--- src/rtl/mips_pkg.sv ---
// Shared types and constants for the multicycle MIPS control path.
// The ALUCTRL_* codes are also consumed by the ALU control decoder.
package mips_pkg;

    typedef enum logic [3:0] {
        S_FETCH   = 4'd0,
        S_DECODE  = 4'd1,
        S_MEMADR  = 4'd2,
        S_MEMRD   = 4'd3,
        S_MEMWB   = 4'd4,
        S_MEMWR   = 4'd5,
        S_RTYPEEX = 4'd6,
        S_RTYPEWB = 4'd7,
        S_BEQEX   = 4'd8,
        S_ADDIEX  = 4'd9,
        S_ADDIWB  = 4'd10,
        S_JEX     = 4'd11
    } state_t;

    localparam logic [5:0] OP_RTYPE = 6'b000000;
    localparam logic [5:0] OP_LW    = 6'b100011;
    localparam logic [5:0] OP_SW    = 6'b101011;
    localparam logic [5:0] OP_BEQ   = 6'b000100;
    localparam logic [5:0] OP_ADDI  = 6'b001000;
    localparam logic [5:0] OP_J     = 6'b000010;

    localparam logic [1:0] ALUCTRL_FUNCT = 2'b00;
    localparam logic [1:0] ALUCTRL_ADD   = 2'b01;
    localparam logic [1:0] ALUCTRL_SUB   = 2'b10;
    localparam logic [1:0] ALUCTRL_NOP   = 2'b11;

    typedef struct packed {
        logic       ir_write;
        logic       mem_write;
        logic       reg_write;
        logic       pc_write;
        logic       branch;
        logic       i_or_d;
        logic       alu_src_a;
        logic       reg_dst;
        logic       mem_to_reg;
        logic [1:0] alu_src_b;
        logic [1:0] pc_src;
        logic [1:0] alu_ctrl;
        logic       illegal_op;
        logic       instr_done;
    } ctrl_t;

    function automatic logic op_known(input logic [5:0] op);
        return op == OP_RTYPE || op == OP_LW || op == OP_SW ||
               op == OP_BEQ || op == OP_ADDI || op == OP_J;
    endfunction

endpackage

--- src/rtl/mips_ctrl_outdec.sv ---
// Moore output decoder: state (plus mem_ready, and opcode for the DECODE
// illegal check) to every datapath control line.
module mips_ctrl_outdec
    import mips_pkg::*;
(
    input  state_t      state,
    input  logic        mem_ready,
    input  logic [5:0]  opcode,
    output ctrl_t       ctrl
);

    always_comb begin
        ctrl          = '0;
        ctrl.alu_ctrl = ALUCTRL_NOP;
        case (state)
            S_FETCH: begin
                ctrl.alu_src_b = 2'b01;
                ctrl.alu_ctrl  = ALUCTRL_ADD;
                ctrl.ir_write  = mem_ready;
                ctrl.pc_write  = mem_ready;
            end
            S_DECODE: begin
                // ALU speculatively forms the branch target during decode
                ctrl.alu_src_b  = 2'b11;
                ctrl.alu_ctrl   = ALUCTRL_ADD;
                ctrl.illegal_op = !op_known(opcode);
                ctrl.instr_done = !op_known(opcode);
            end
            S_MEMADR: begin
                ctrl.alu_src_a = 1'b1;
                ctrl.alu_src_b = 2'b10;
                ctrl.alu_ctrl  = ALUCTRL_ADD;
            end
            S_MEMRD: ctrl.i_or_d = 1'b1;
            S_MEMWB: begin
                ctrl.reg_write  = 1'b1;
                ctrl.mem_to_reg = 1'b1;
                ctrl.instr_done = 1'b1;
            end
            S_MEMWR: begin
                ctrl.i_or_d     = 1'b1;
                ctrl.mem_write  = 1'b1;
                ctrl.instr_done = mem_ready;
            end
            S_RTYPEEX: begin
                ctrl.alu_src_a = 1'b1;
                ctrl.alu_src_b = 2'b00;
                ctrl.alu_ctrl  = ALUCTRL_FUNCT;
            end
            S_RTYPEWB: begin
                ctrl.reg_write  = 1'b1;
                ctrl.reg_dst    = 1'b1;
                ctrl.instr_done = 1'b1;
            end
            S_BEQEX: begin
                ctrl.alu_src_a  = 1'b1;
                ctrl.alu_src_b  = 2'b00;
                ctrl.alu_ctrl   = ALUCTRL_SUB;
                ctrl.branch     = 1'b1;
                ctrl.pc_src     = 2'b01;
                ctrl.instr_done = 1'b1;
            end
            S_ADDIEX: begin
                ctrl.alu_src_a = 1'b1;
                ctrl.alu_src_b = 2'b10;
                ctrl.alu_ctrl  = ALUCTRL_ADD;
            end
            S_ADDIWB: begin
                ctrl.reg_write  = 1'b1;
                ctrl.instr_done = 1'b1;
            end
            S_JEX: begin
                ctrl.pc_src     = 2'b10;
                ctrl.pc_write   = 1'b1;
                ctrl.instr_done = 1'b1;
            end
            default: ;
        endcase
    end

endmodule

--- src/rtl/mips_multicycle_ctrl.sv ---
// Multicycle MIPS main control FSM: state register, next-state logic,
// retired-instruction counter and reset gating of the write enables.
module mips_multicycle_ctrl
    import mips_pkg::*;
#(
    parameter int CNT_W = 32
) (
    input  logic             clk,
    input  logic             rst_n,
    input  logic [5:0]       opcode,
    input  logic             zero,
    input  logic             mem_ready,
    output logic             ir_write,
    output logic             mem_write,
    output logic             reg_write,
    output logic             pc_write,
    output logic             branch,
    output logic             pc_en,
    output logic             i_or_d,
    output logic             alu_src_a,
    output logic             reg_dst,
    output logic             mem_to_reg,
    output logic [1:0]       alu_src_b,
    output logic [1:0]       pc_src,
    output logic [1:0]       alu_ctrl,
    output logic             illegal_op,
    output logic             instr_done,
    output logic [CNT_W-1:0] instr_count
);

    state_t state, state_nxt;
    ctrl_t  ctrl;

    always_ff @(posedge clk or negedge rst_n) begin
        if (!rst_n) state <= S_FETCH;
        else        state <= state_nxt;
    end

    always_comb begin
        state_nxt = S_FETCH;
        case (state)
            S_FETCH:  state_nxt = mem_ready ? S_DECODE : S_FETCH;
            S_DECODE: begin
                case (opcode)
                    OP_LW, OP_SW: state_nxt = S_MEMADR;
                    OP_RTYPE:     state_nxt = S_RTYPEEX;
                    OP_BEQ:       state_nxt = S_BEQEX;
                    OP_ADDI:      state_nxt = S_ADDIEX;
                    OP_J:         state_nxt = S_JEX;
                    default:      state_nxt = S_FETCH;
                endcase
            end
            S_MEMADR: begin
                if (opcode == OP_LW)      state_nxt = S_MEMRD;
                else if (opcode == OP_SW) state_nxt = S_MEMWR;
                else                      state_nxt = S_FETCH;
            end
            S_MEMRD:   state_nxt = mem_ready ? S_MEMWB : S_MEMRD;
            S_MEMWR:   state_nxt = mem_ready ? S_FETCH : S_MEMWR;
            S_RTYPEEX: state_nxt = S_RTYPEWB;
            S_ADDIEX:  state_nxt = S_ADDIWB;
            default:   state_nxt = S_FETCH;
        endcase
    end

    mips_ctrl_outdec u_outdec (
        .state     (state),
        .mem_ready (mem_ready),
        .opcode    (opcode),
        .ctrl      (ctrl)
    );

    // Enables are gated so nothing writes while reset is held; selects pass
    // through and show FETCH values because the state is already FETCH.
    assign ir_write   = rst_n & ctrl.ir_write;
    assign mem_write  = rst_n & ctrl.mem_write;
    assign reg_write  = rst_n & ctrl.reg_write;
    assign pc_write   = rst_n & ctrl.pc_write;
    assign pc_en      = rst_n & (ctrl.pc_write | (ctrl.branch & zero));
    assign illegal_op = rst_n & ctrl.illegal_op;
    assign instr_done = rst_n & ctrl.instr_done;
    assign branch     = ctrl.branch;
    assign i_or_d     = ctrl.i_or_d;
    assign alu_src_a  = ctrl.alu_src_a;
    assign reg_dst    = ctrl.reg_dst;
    assign mem_to_reg = ctrl.mem_to_reg;
    assign alu_src_b  = ctrl.alu_src_b;
    assign pc_src     = ctrl.pc_src;
    assign alu_ctrl   = ctrl.alu_ctrl;

    always_ff @(posedge clk or negedge rst_n) begin
        if (!rst_n)          instr_count <= '0;
        else if (instr_done) instr_count <= instr_count + CNT_W'(1);
    end

endmodule
--- config.mk ---
export PLATFORM = sky130hd
export DESIGN_NAME = mips_multicycle_ctrl
export DESIGN_NICKNAME = d
export VERILOG_FILES = /design/src/rtl/mips_pkg.sv /design/src/rtl/mips_ctrl_outdec.sv /design/src/rtl/mips_multicycle_ctrl.sv
export SDC_FILE = /design/constraint.sdc
export NUM_CORES = 1
export LEC_CHECK = 0
export BUFFER_PORTS_ARGS = -buffer_cell sky130_fd_sc_hd__buf_2
export CORE_MARGIN = 3
export CORE_UTILIZATION = 42
export CTS_CLUSTER_SIZE = 12
export DETAILED_ROUTE_END_ITERATION = 8
export PLACE_DENSITY = 0.65
export SYNTH_ARGS = -nofsm -noshare
export SYNTH_HDL_FRONTEND = slang
export SYNTH_SLANG_ARGS = --single-unit
--- constraint.sdc ---
create_clock -name clk -period 2.85 [get_ports clk]
set_input_delay 0 -clock clk [delete_from_list [all_inputs] [get_ports clk]]
set_output_delay 0 -clock clk [all_outputs]
set_load 0.05 [all_outputs]
After elaboration in Yosys (flattened, before gate mapping)
Cells that the tools add are included.
Storage, ports and cells
  word-level logic and storage cells: 64
  register bits: 36
  output and inout port bits: 50
  input bits: 10
Operators by class
  add/sub/neg operators: 1
  equal/unequal tests: 16
  bitwise operators: 9
  reduce and logical (&&, ||, !) cells: 15
  multiplexer cells: 21
Operators with widths (number)
  adder 32 x 1 -> 32 bit, second input constant: 1
  one-hot mux 4 bit (7 select lines): 1
  one-hot mux 4 bit (5 select lines): 1
  equality test 4 x 3 -> 1 bit, second input constant: 4
  equality test 4 bit, second input constant: 4
  equality test 6 bit, second input constant: 2
  two-way mux 3 bit: 4
  one-hot mux 2 bit (3 select lines): 2
  two-way mux 1 bit: 10
  bitwise AND 1 bit: 8
  equality test 4 x 2 -> 1 bit, second input constant: 2
  OR reduction 4 bit: 2
  equality test 6 x 2 -> 1 bit, second input constant: 1
  equality test 6 x 3 -> 1 bit, second input constant: 1
  equality test 6 x 4 -> 1 bit, second input constant: 1
  zero test 6 bit: 1
  OR reduction 2 bit: 3
  logical OR 1 bit: 5
  OR reduction 5 bit: 1
  equality test 4 x 1 -> 1 bit, second input constant: 1
  zero test 4 bit: 1
  one-hot mux 2 bit (2 select lines): 1
  one-hot mux 1 bit (3 select lines): 1
  OR reduction 3 bit: 1
  other kinds (3): 3

Longest topological paths before layout
Gate-level depths: netlist of run 1.
  depth in word-level cells: 9
  mapped depth: 8
  depth with buffers taken out: 6

Hierarchy
From an unflattened synthesis of run 1, not the netlist that was laid out.
Second synthesis, totals
  cell total of the unflattened synthesis: 209
  area total of the unflattened synthesis: 2118.3 um^2
By module, submodules not included
  mips_multicycle_ctrl: cells each 170, area each 1878.1 um^2, sequential area each 900.9 um^2, instances 1
  mips_ctrl_outdec: cells each 39, area each 240.2 um^2, sequential area each 0.0 um^2, instances 1

Least setup slack after synthesis of run 1
OpenSTA, ideal clock, no wires.
  path type: register -> output
  start point: reg state[0]
  end point: out pc_en
  required time: 2.850 ns
  cell stages (with the launch flop): 7
  path buffers: 1
  arrival time: 2.541 ns
  path slack: 0.309 ns
  cells stage by stage: dfrtp_1 -> clkbuf_1 -> nor2_1 -> nand2_1 -> o21ai_0 -> nor3b_1 -> a31o_2
On the way
  word-level cells in the longest chain between the ends: 5
  elaborated cells between the ends (all ways): 8
  classes of those cells: 2 x eq/ne; 2 x mux; 3 x bitwise; 1 x reduce/logical
RTL lines
  start: declaration: line mips_multicycle_ctrl.sv:31  | state_t state, state_nxt;
  start signal: assignment: line mips_multicycle_ctrl.sv:36  | else state <= state_nxt;
  equality test 4 bit: line mips_ctrl_outdec.sv:15  | case (state)
  two-way mux 1 bit: line mips_ctrl_outdec.sv:15
  bitwise AND 1 bit: line mips_multicycle_ctrl.sv:79  | assign pc_en = rst_n & (ctrl.pc_write | (ctrl.branch & zero));
  OR 1 bit *: line mips_multicycle_ctrl.sv:79
  bitwise AND 1 bit *: line mips_multicycle_ctrl.sv:79
  end: declaration: line mips_multicycle_ctrl.sv:18  | output logic pc_en,
Mark *: on every way between the ends. The rest lies on a longest branch, timed or not.

Worst setup path in the final report of run 1
  start point: reg state[3]
  end point: out instr_done
On the way
  word-level cells in the longest chain between the ends: 4
  elaborated cells between the ends (all ways): 10
  classes of those cells: 7 x eq/ne; 1 x mux; 1 x bitwise; 1 x reduce/logical
RTL lines
  equality test 4 bit or equality test 4 x 3 -> 1 bit (tied branches): line mips_ctrl_outdec.sv:15
  OR reduction 5 bit (no source line)
  one-hot mux 1 bit (3 select lines) *: line mips_ctrl_outdec.sv:15
  bitwise AND 1 bit *: line mips_multicycle_ctrl.sv:81  | assign instr_done = rst_n & ctrl.instr_done;
  end: declaration: line mips_multicycle_ctrl.sv:27  | output logic instr_done,
Marked as above.

==> results.toml, run 1 <==
[hold_path]
hp-class = "in2reg"

[timing]
tightest_slew_ns = 0.615
grt_setup_unrepaired = "no"
timing.hold.ws_ns = 0.0607
fin_skew_ns = 0.00465
drv_slew = 0
setup_viol = 0
hold_violations = 0
post-route-min-period_ns = 2.66
min_period_over_period = 0.934
slew_headroom = 0.590
max_freq_mhz = 376
tns_ns = 0

[die]
die_area_um2 = 5840
fp.dieH_um = 76.4
ios = 60
core_um2 = 4560
initial_utilization = 0.456
die_w_um = 76.4
rows = 24

[cts]
cts_root_buffer = "clkbuf_8"
cts_made_buffers = 5
cts_tree = "done"
path_clk_slew_ns = 0.07
post-cts-setup-buffers = 0
cts_buffer_depth = 2
clock-sinks = 36
h-tree-depth = 2
clk_latency_ns = 0.27

[yosys]
synth_top_family_by_area = "simple AND/OR/NAND/NOR gates"
synth_compound_area_frac = 0.0841
synthAdderAreaFrac = 0.0108
syn-cell-area_um2 = 2080
ys.flop_type = "dfrtp_1"
yosysSeqAreaShare = 0.433
yosys.area_share.simple = 0.290
syn_area_per_cell_um2 = 9.21
synthArstFlopShare = 1.00
synthDistinctLibCells = 40
synth_xor_area_frac = 0.139
syn-num-nets = 237
yosysWarnings = 0
synth-seq-cells = 36
syn_inst = 226
synth_edf_count = 0
synth.area.mux_share = 0

[global_route]
grt_pass1_wl_um = 7850
grt_max_degree = 39
grt-ovfl-total = 0
grt_antenna_before_repair = 0
grt_pass1_vias = 1703
grt.total_usage = 0.158

[place]
routabilityCongestion = 0.841
place_hpwl_um = 3370
io_buffers = 59

[outcome]
status = "finished, final reports clean"

[critical_path]
rr_endpoint = "instr_count[16]"
regToRegSetupSlack_ns = 0.37
critPathRequiredTime_ns = 2.85
crit_path_start_kind = "flip-flop"
crit_path_max_fanout = 23
setup.worst_path.end = "instr_done"
startpoint = "state[3]"
worstReg2RegStart = "state[3]"
arrival_ns = 2.66
setup.worst_path.end_class = "output pin"
crit_type = "reg2out"
reg2reg_depth = 7

[routing]
drt-pass1-iter-count = 4
drc = 0
drt_iter0_drc = 124
routedWlPerCell_um = 13.2
ant_nets = 0
viasPerCell = 5.24
totalWireLength_um = 4620
vias = 1833

[pwr]
ir_worst_vdd_mv = 0.231
p_leak_nw = 1.23
p_per_area_nw_per_um2 = 511
finalPower_w = 0.00128

[finish]
area_growth_pct = 20.6
fillers = 439
layout-drive-gt1-share = 0.260
fin_nets = 295
diodes = 0
layout_common_cells = "buf_2, dfrtp_1, xnor2_1, nand2_1, nand3_1"
final_util = 0.550
final_common_cell = "buf_2"

[job]
maxCapViolations = 0
area by class of cell:
class / instances / area (um^2) / area share
well taps: 65 / 81.3 / 0.0324
clock buffers: 8 / 90.1 / 0.0359
repair buffers: 63 / 328 / 0.131
multi-input cells: 173 / 1090 / 0.435
flip-flops and latches: 36 / 901 / 0.359
inverters: 5 / 18.8 / 0.00747
flip-flops by register name, summed over array words and instances (netlist names):
register	flops
instr_count	32
state	4
what timing repair did:
| item | CTS | global route |
|---|---|---|
| hold endpoints to repair | 36 | 0 |
| hold buffers | 1 | 0 |
| resized for setup | 0 | 1 |
| endpoints found under the setup margin | 0 | 1 |
routing by layer:
layer | track usage | wire length, um | share of wire | up-vias
met5 | 0 | 0 | 0 | -
met4 | 0.0290 | 12 | 0.0026 | 0
met3 | 0.0449 | 315 | 0.068 | 2
met2 | 0.244 | 2010 | 0.44 | 57
met1 | 0.222 | 2280 | 0.49 | 862
li1 | - | - | - | 912
cells in the mapped netlist (all sizes together), types with 2 or more instances:
library cell	count	area share
nand3	19	0.046
xor2	10	0.042
nor4	6	0.018
o21ai	7	0.017
nor2	14	0.025
nor3b	4	0.014
xnor2	23	0.097
clkbuf	5	0.0090
nand2	23	0.041
nand4	12	0.036
nand2b	7	0.021
dfrtp	36	0.43
and2	4	0.012
o21a	2	0.0072
a21oi	3	0.0072
a31oi	2	0.0060
o211ai	2	0.0072
nor3	11	0.026
inv	5	0.0090
buf	7	0.025
nor2b	2	0.0060
and3	6	0.018
where the power goes:
group | total [W] | switching, W | internal, W | leakage (nW)
clock | 0.000362 | 0.000165 | 0.000197 | 0.0455
sequential | 0.000587 | 0.0000470 | 0.000540 | 0.497
combinational | 0.000335 | 0.000243 | 0.0000926 | 0.690
per-stage QoR:
stage / std cells / instance area [um^2] / setup slack, ns
after floorplan: 226 / 2080 / 0.309
after global placement: 341 / 2410 / 0.400
final: 350 / 2510 / 0.189
after global routing: 350 / 2510 / 0.0394
after CTS: 350 / 2510 / 0.141
after detailed placement: 341 / 2410 / 0.339
critical path: stages (launching register included):
cell      delay, ns
dfrtp_1        0.59
nor4b_4        0.46
o221ai_2       0.15
a311o_2        0.52
inv_1          0.08
buf_4          0.25
buf_2          0.31
cell families (layout without fill, tap and decap cells):
logic type	count (synthesis)	after routing
flip-flops	36	36
XOR/XNOR	33	33
AND/OR/NAND/NOR	113	113
AO/OA/AOI/OAI	25	25
buffers and inverters	17	76
adder cells (fa/ha/maj)	2	2
worst min path at each step:
stage,start,to,slack [ns],cells past startpoint
floorplan,rst_n,instr_count[0],-0.30,0
global placement,rst_n,instr_count[8],0.09,2
detailed placement,rst_n,instr_count[8],0.09,2
CTS,opcode[3],state[1],0.03,2
global route,opcode[3],state[1],0.07,2
finish,opcode[3],state[1],0.06,2
(Power assumes the default switching activity.)
==> run 2: changes to the inputs <==
--- a/config.mk
+++ b/config.mk
@@ -5,12 +5,15 @@
 export SDC_FILE = /design/constraint.sdc
 export NUM_CORES = 1
 export LEC_CHECK = 0
+export ABC_AREA = 1
 export BUFFER_PORTS_ARGS = -buffer_cell sky130_fd_sc_hd__buf_2
 export CORE_MARGIN = 3
 export CORE_UTILIZATION = 42
 export CTS_CLUSTER_SIZE = 12
 export DETAILED_ROUTE_END_ITERATION = 8
-export PLACE_DENSITY = 0.65
+export GPL_TIMING_DRIVEN = 0
+export HOLD_SLACK_MARGIN = 0.08
+export PLACE_DENSITY = 0.62
 export SYNTH_ARGS = -nofsm -noshare
 export SYNTH_HDL_FRONTEND = slang
 export SYNTH_SLANG_ARGS = --single-unit
==> run 2 against run 1 <==
Against the previous run: final cell count is 78% higher; largest power group unchanged; clock skew up 0.0019 ns; setup slack improved by 0.28 ns; global-route usage increased by 4.3 points; combinational power up 45%; sequential cell count is the same.
==> results.toml, run 2 <==
[critical_path]
crit_type = "in2out"
setup.worst_path.end_class = "output pin"
crit_path_max_fanout = 37
crit_chain = "dlygate4sd3_1, buf_2, buf_2, clkbuf_1, nand2_1, inv_1, buf_2"
cp_slowest_cell = "buf_2"
critPathRequiredTime_ns = 2.85
arrival_ns = 2.38
crit_path_start_kind = "input port"
worstReg2RegStart = "instr_count[0]"
startpoint = "rst_n"
cpMostUsedCell = "buf_2"
slowest_delay_ns = 0.66

[yosys]
synthTopCellsByCount = "nand2_1, nor2_1, nand3_1"
synthArstFlopShare = 1.00
syn_area_per_cell_um2 = 6.41
yosysWarnings = 0
yosys.area_share.simple = 0.533
ys_top_cells_by_area = "dfrtp_1, nand2_1, nand3_1, nor2_1, nand2_2"
synth_compound_area_frac = 0.0280
synth_top_area_cell = "dfrtp_1"
yosysTopAreaCellShare = 0.306
synthAdderAreaFrac = 0.00425
synth_xor_area_frac = 0.0327
syn_inst = 460
syn-cell-area_um2 = 2950
synth_edf_count = 0
synth_most_common_cell = "nand2_1"
ys.flop_type = "dfrtp_1"
syn-num-nets = 471
synth_top_family_by_area = "simple AND/OR/NAND/NOR gates"
synthDistinctLibCells = 29
synth.area.mux_share = 0
synth-seq-cells = 36
yosysSeqAreaShare = 0.306

[finish]
layout_common_cells = "nand2_1, nor2_1, buf_2"
multi_input_area_um2 = 1760
final_common_cell = "nand2_1"
fillers = 690
final_util = 0.531
seq_area_um2 = 901
area_growth_pct = 18.3
reg_top3 = "instr_count x32, state x4"
fin_nets = 540
diodes = 0
largest_register_ffs = 32
stdcell_count = 622
layout-drive-gt1-share = 0.250
largest_register = "instr_count"

[cts]
cts_made_buffers = 5
clk_latency_ns = 0.29
cts-resized-gates = 0
h-tree-depth = 2
post-cts-setup-buffers = 0
cts_buffer_depth = 2
clock-sinks = 36
cts_tree = "done"
cts_root_buffer = "clkbuf_8"
path_clk_slew_ns = 0.08

[job]
maxCapViolations = 0

[timing]
drv_slew = 0
hold_violations = 0
setup_viol = 0
fin_ws_ns = 0.466
fin_skew_ns = 0.00659
grt_setup_unrepaired = "no"
timing.hold.ws_ns = 0.129
min_period_over_period = 0.837
tns_ns = 0
slew_headroom = 0.440
post-route-min-period_ns = 2.38
tightest_slew_ns = 0.840
max_freq_mhz = 419

[die]
fp.dieH_um = 89.8
core_um2 = 6570
rows = 29
die_area_um2 = 8060
ios = 60
initial_utilization = 0.449
die_w_um = 89.8

[pwr]
ir_worst_vdd_mv = 0.199
p_leak_nw = 1.76
p_per_area_nw_per_um2 = 428

[routing]
drt-pass1-iter-count = 5
drc = 0
routedWlPerCell_um = 12.8
ant_nets = 0
viasPerCell = 4.90
vias = 3046
totalWireLength_um = 7940
drt_iter0_drc = 193

[hold_path]
hp-class = "in2reg"
hp-start = "opcode[5]"

[outcome]
status = "finished, final reports clean"

[global_route]
grt.total_usage = 0.201
grt_pass1_vias = 2767
grt-ovfl-total = 0
grt_pass1_wl_um = 13500
grt_max_degree = 38
grt_antenna_before_repair = 0

[place]
dp_cells = 612
place_hpwl_um = 6220
routabilityCongestion = 0.885
dp_slack_ns = 0.957
io_buffers = 59
[run 2: worst paths after layout]
| check | end | slack (ns) | depth (start not counted) |
|---|---|---|---|
| setup / recovery | reg_write | 0.47 | 7 |
| hold / removal | state[2] | 0.13 | 4 |
| setup reg to reg | instr_count[16] | 0.98 | 9 |
| hold reg to reg | instr_count[31] | 0.53 | 2 |
| max in group asynchronous | instr_count[31] | 1.98 | 2 |
| min in group asynchronous | instr_count[8] | 0.35 | 2 |
[run 2: cell type report]
class,count,area share
Multi-Input combinational cell,366,0.506
Timing Repair Buffer,62,0.0934
Clock buffer,7,0.0276
Buffer,12,0.0320
Tap cell,93,0.0334
Inverter,46,0.0496
Sequential cell,36,0.259
[run 2: routing by layer]
layer / part of all wire / vias up / global-route usage
li1: - / 1565 / -
met1: 0.49 / 1384 / 0.296
met2: 0.45 / 89 / 0.315
met3: 0.053 / 8 / 0.0250
met4: 0.011 / 0 / 0.0409
met5: 0 / - / 0
[run 2: cell families (layout without fill, tap and decap cells)]
| logic type | after synthesis | in the layout |
|---|---|---|
| compound gates | 14 | 14 |
| flops | 36 | 36 |
| simple gates | 340 | 340 |
| fa+ha+maj | 1 | 1 |
| buf+inv | 58 | 127 |
| xor+xnor | 11 | 11 |
[run 2: repair_timing]
item / CTS / global route
hold buffers: 3 / 0
hold endpoints to repair: 39 / 0
endpoints found under the setup margin: 0 / 0
[run 2: stage by stage]
| stage | instance area [um^2] | power (W) |
|---|---|---|
| final | 3480 | 0.00149 |
| after global routing | 3480 | 0.00157 |
| after CTS | 3480 | 0.00150 |
| after detailed placement | 3360 | 0.00109 |
| after global placement | 3360 | 0.00109 |
| after floorplan | 2950 | 0.000973 |
[run 2: report_power, final]
group | internal, W | switching (W)
Combinational | 0.000134 | 0.000351
Sequential | 0.000541 | 0.0000564
Clock | 0.000216 | 0.000193
[run 2: critical path, delay by kind of cell]
kind / cells / cell delay, ns
buffers and inverters: 6 / 2.27
AND/OR/NAND/NOR: 1 / 0.10
==> run 3: changes to the inputs <==
==> constraint.sdc (replaced) <==
create_clock -name clk -period 2.3 [get_ports clk]
set_input_delay 0 -clock clk [delete_from_list [all_inputs] [get_ports clk]]
set_output_delay 0 -clock clk [all_outputs]
set_load 0.05 [all_outputs]
==> run 3 against run 2 <==
Against the previous run: total power grew 24%; combinational power grew 26%; critical path depth grew 4; clock skew grew 0.0023 ns; non-clock buffer count grew 1; sequential power grew 24%; core utilization grew 0.36 points; routed wire length grew 1.8%; via count grew 0.23%; largest power group unchanged; worst hold slack lost 0.013 ns.
==> results.toml, run 3 (synthesis results as in run 2) <==
[outcome]
status = "finished, final reports clean"

[place]
dp_slack_ns = 0.364
routabilityCongestion = 0.884
io_buffers = 59
place_hpwl_um = 6270

[hold_path]
hp-start = "opcode[5]"
holdPathEnd = "state[2]"
hp-class = "in2reg"
min_path_cells = 4

[critical_path]
cp_slowest_cell = "dfrtp_1"
worstReg2RegStart = "instr_count[0]"
regToRegSetupSlack_ns = 0.47
startpoint = "state[1]"
setup.worst_path.end_class = "output pin"
critPathBufInv = 5
rr_endpoint = "instr_count[16]"
cpMostUsedCell = "inv_2"
crit_path_start_kind = "flip-flop"
crit_chain = "inv_2, nand2_2, inv_2, nand2_4, nor2_4, nand2_4, nand2_8, nand2_8, buf_12, inv_2, buf_2"
crit_type = "reg2out"
arrival_ns = 1.90
reg2reg_depth = 10
cp_top_family = "buffers and inverters"
crit_path_max_fanout = 10
critPathRequiredTime_ns = 2.30
slowest_delay_ns = 0.43

[global_route]
grt_max_degree = 37
grt_pass1_vias = 2879
grt_antenna_before_repair = 0
grt_pass1_wl_um = 13700
grt-ovfl-total = 0
grt.total_usage = 0.205

[finish]
fin_nets = 541
fillers = 670
layout_common_cells = "nand2_1, nor2_1, buf_2"
final_common_cell = "nand2_1"
largest_register_ffs = 32
final_util = 0.534
layout-drive-gt1-share = 0.253
largest_register = "instr_count"
reg_top3 = "instr_count x32, state x4"
diodes = 0
area_growth_pct = 19.1

[die]
core_um2 = 6570
rows = 29
fp.dieH_um = 89.8
ios = 60
die_area_um2 = 8060
initial_utilization = 0.449
die_w_um = 89.8

[timing]
setup_viol = 0
tns_ns = 0
min_period_over_period = 0.824
tightest_slew_ns = 0.549
post-route-min-period_ns = 1.90
drv_slew = 0
fin_skew_ns = 0.00887
max_freq_mhz = 527
hold_violations = 0
fin_ws_ns = 0.404
timing.hold.ws_ns = 0.116
slew_headroom = 0.634
grt_setup_unrepaired = "no"

[cts]
path_clk_slew_ns = 0.07
clk_latency_ns = 0.29
cts_tree = "done"
h-tree-depth = 2
cts-resized-gates = 0
post-cts-setup-buffers = 0
clock-sinks = 36
cts_buffer_depth = 2
cts_root_buffer = "clkbuf_8"
cts_made_buffers = 5
cts.hold.buffers_added = 4

[routing]
routedWlPerCell_um = 13.0
vias = 3053
drt-pass1-iter-count = 5
totalWireLength_um = 8080
viasPerCell = 4.90
drt_iter0_drc = 120
drc = 0
ant_nets = 0

[job]
maxCapViolations = 0

[pwr]
ir_worst_vdd_mv = 0.236
p_per_area_nw_per_um2 = 526
p_leak_nw = 1.77
==> run 3: changes by cell type in the layout (fill, tap and decap cells not counted), sizes merged <==
cell and change:
buf +1
==> run 3: through the flow <==
step	power [W]	area [um^2]	std cells
final	0.00184	3510	623
after global routing	0.00195	3510	623
after CTS	0.00186	3510	623
after detailed placement	0.00135	3360	612
after global placement	0.00135	3360	612
after floorplan	0.00121	2950	460
==> run 3: cell type report <==
class | instances | area (um^2) | area share
plain buffers | 12 | 111 | 0.0317
multi-input cells | 366 | 1770 | 0.503
well taps | 93 | 116 | 0.0332
clock buffers | 7 | 96.3 | 0.0275
repair buffers | 63 | 345 | 0.0984
flip-flops and latches | 36 | 901 | 0.257
inverters | 46 | 173 | 0.0492
==> run 3: worst min-delay path, stage by stage <==
cell	delay, ns
buf_2	0.09
nor2_2	0.05
nand3_1	0.12
o211ai_1	0.10
==> run 3: how the worst max path moves through the flow <==
stage / to / slack [ns] / cells after the start
4_1_cts: instr_done / 0.40 / 11
2_1_floorplan: alu_ctrl[1] / 0.13 / 2
6_report: instr_done / 0.40 / 11
3_3_place_gp: reg_write / 0.42 / 6
5_1_grt: pc_en / 0.25 / 7
3_5_place_dp: reg_write / 0.36 / 6
==> run 3: where the power goes <==
part,internal (W),leakage [nW],total [W],switching (W)
combinational,0.000170,1.22,0.000609,0.000439
clock,0.000267,0.0503,0.000496,0.000229
sequential,0.000671,0.497,0.000740,0.0000690
total,0.00111,1.77,0.00184,0.000737
==> run 3: layer usage <==
layer / routed length (um) / up-vias / GRT usage
li1: - / 1567 / -
met1: 3830 / 1376 / 0.288
met2: 3630 / 100 / 0.326
met3: 504 / 10 / 0.0376
met4: 112 / 0 / 0.0511
met5: 0 / - / 0
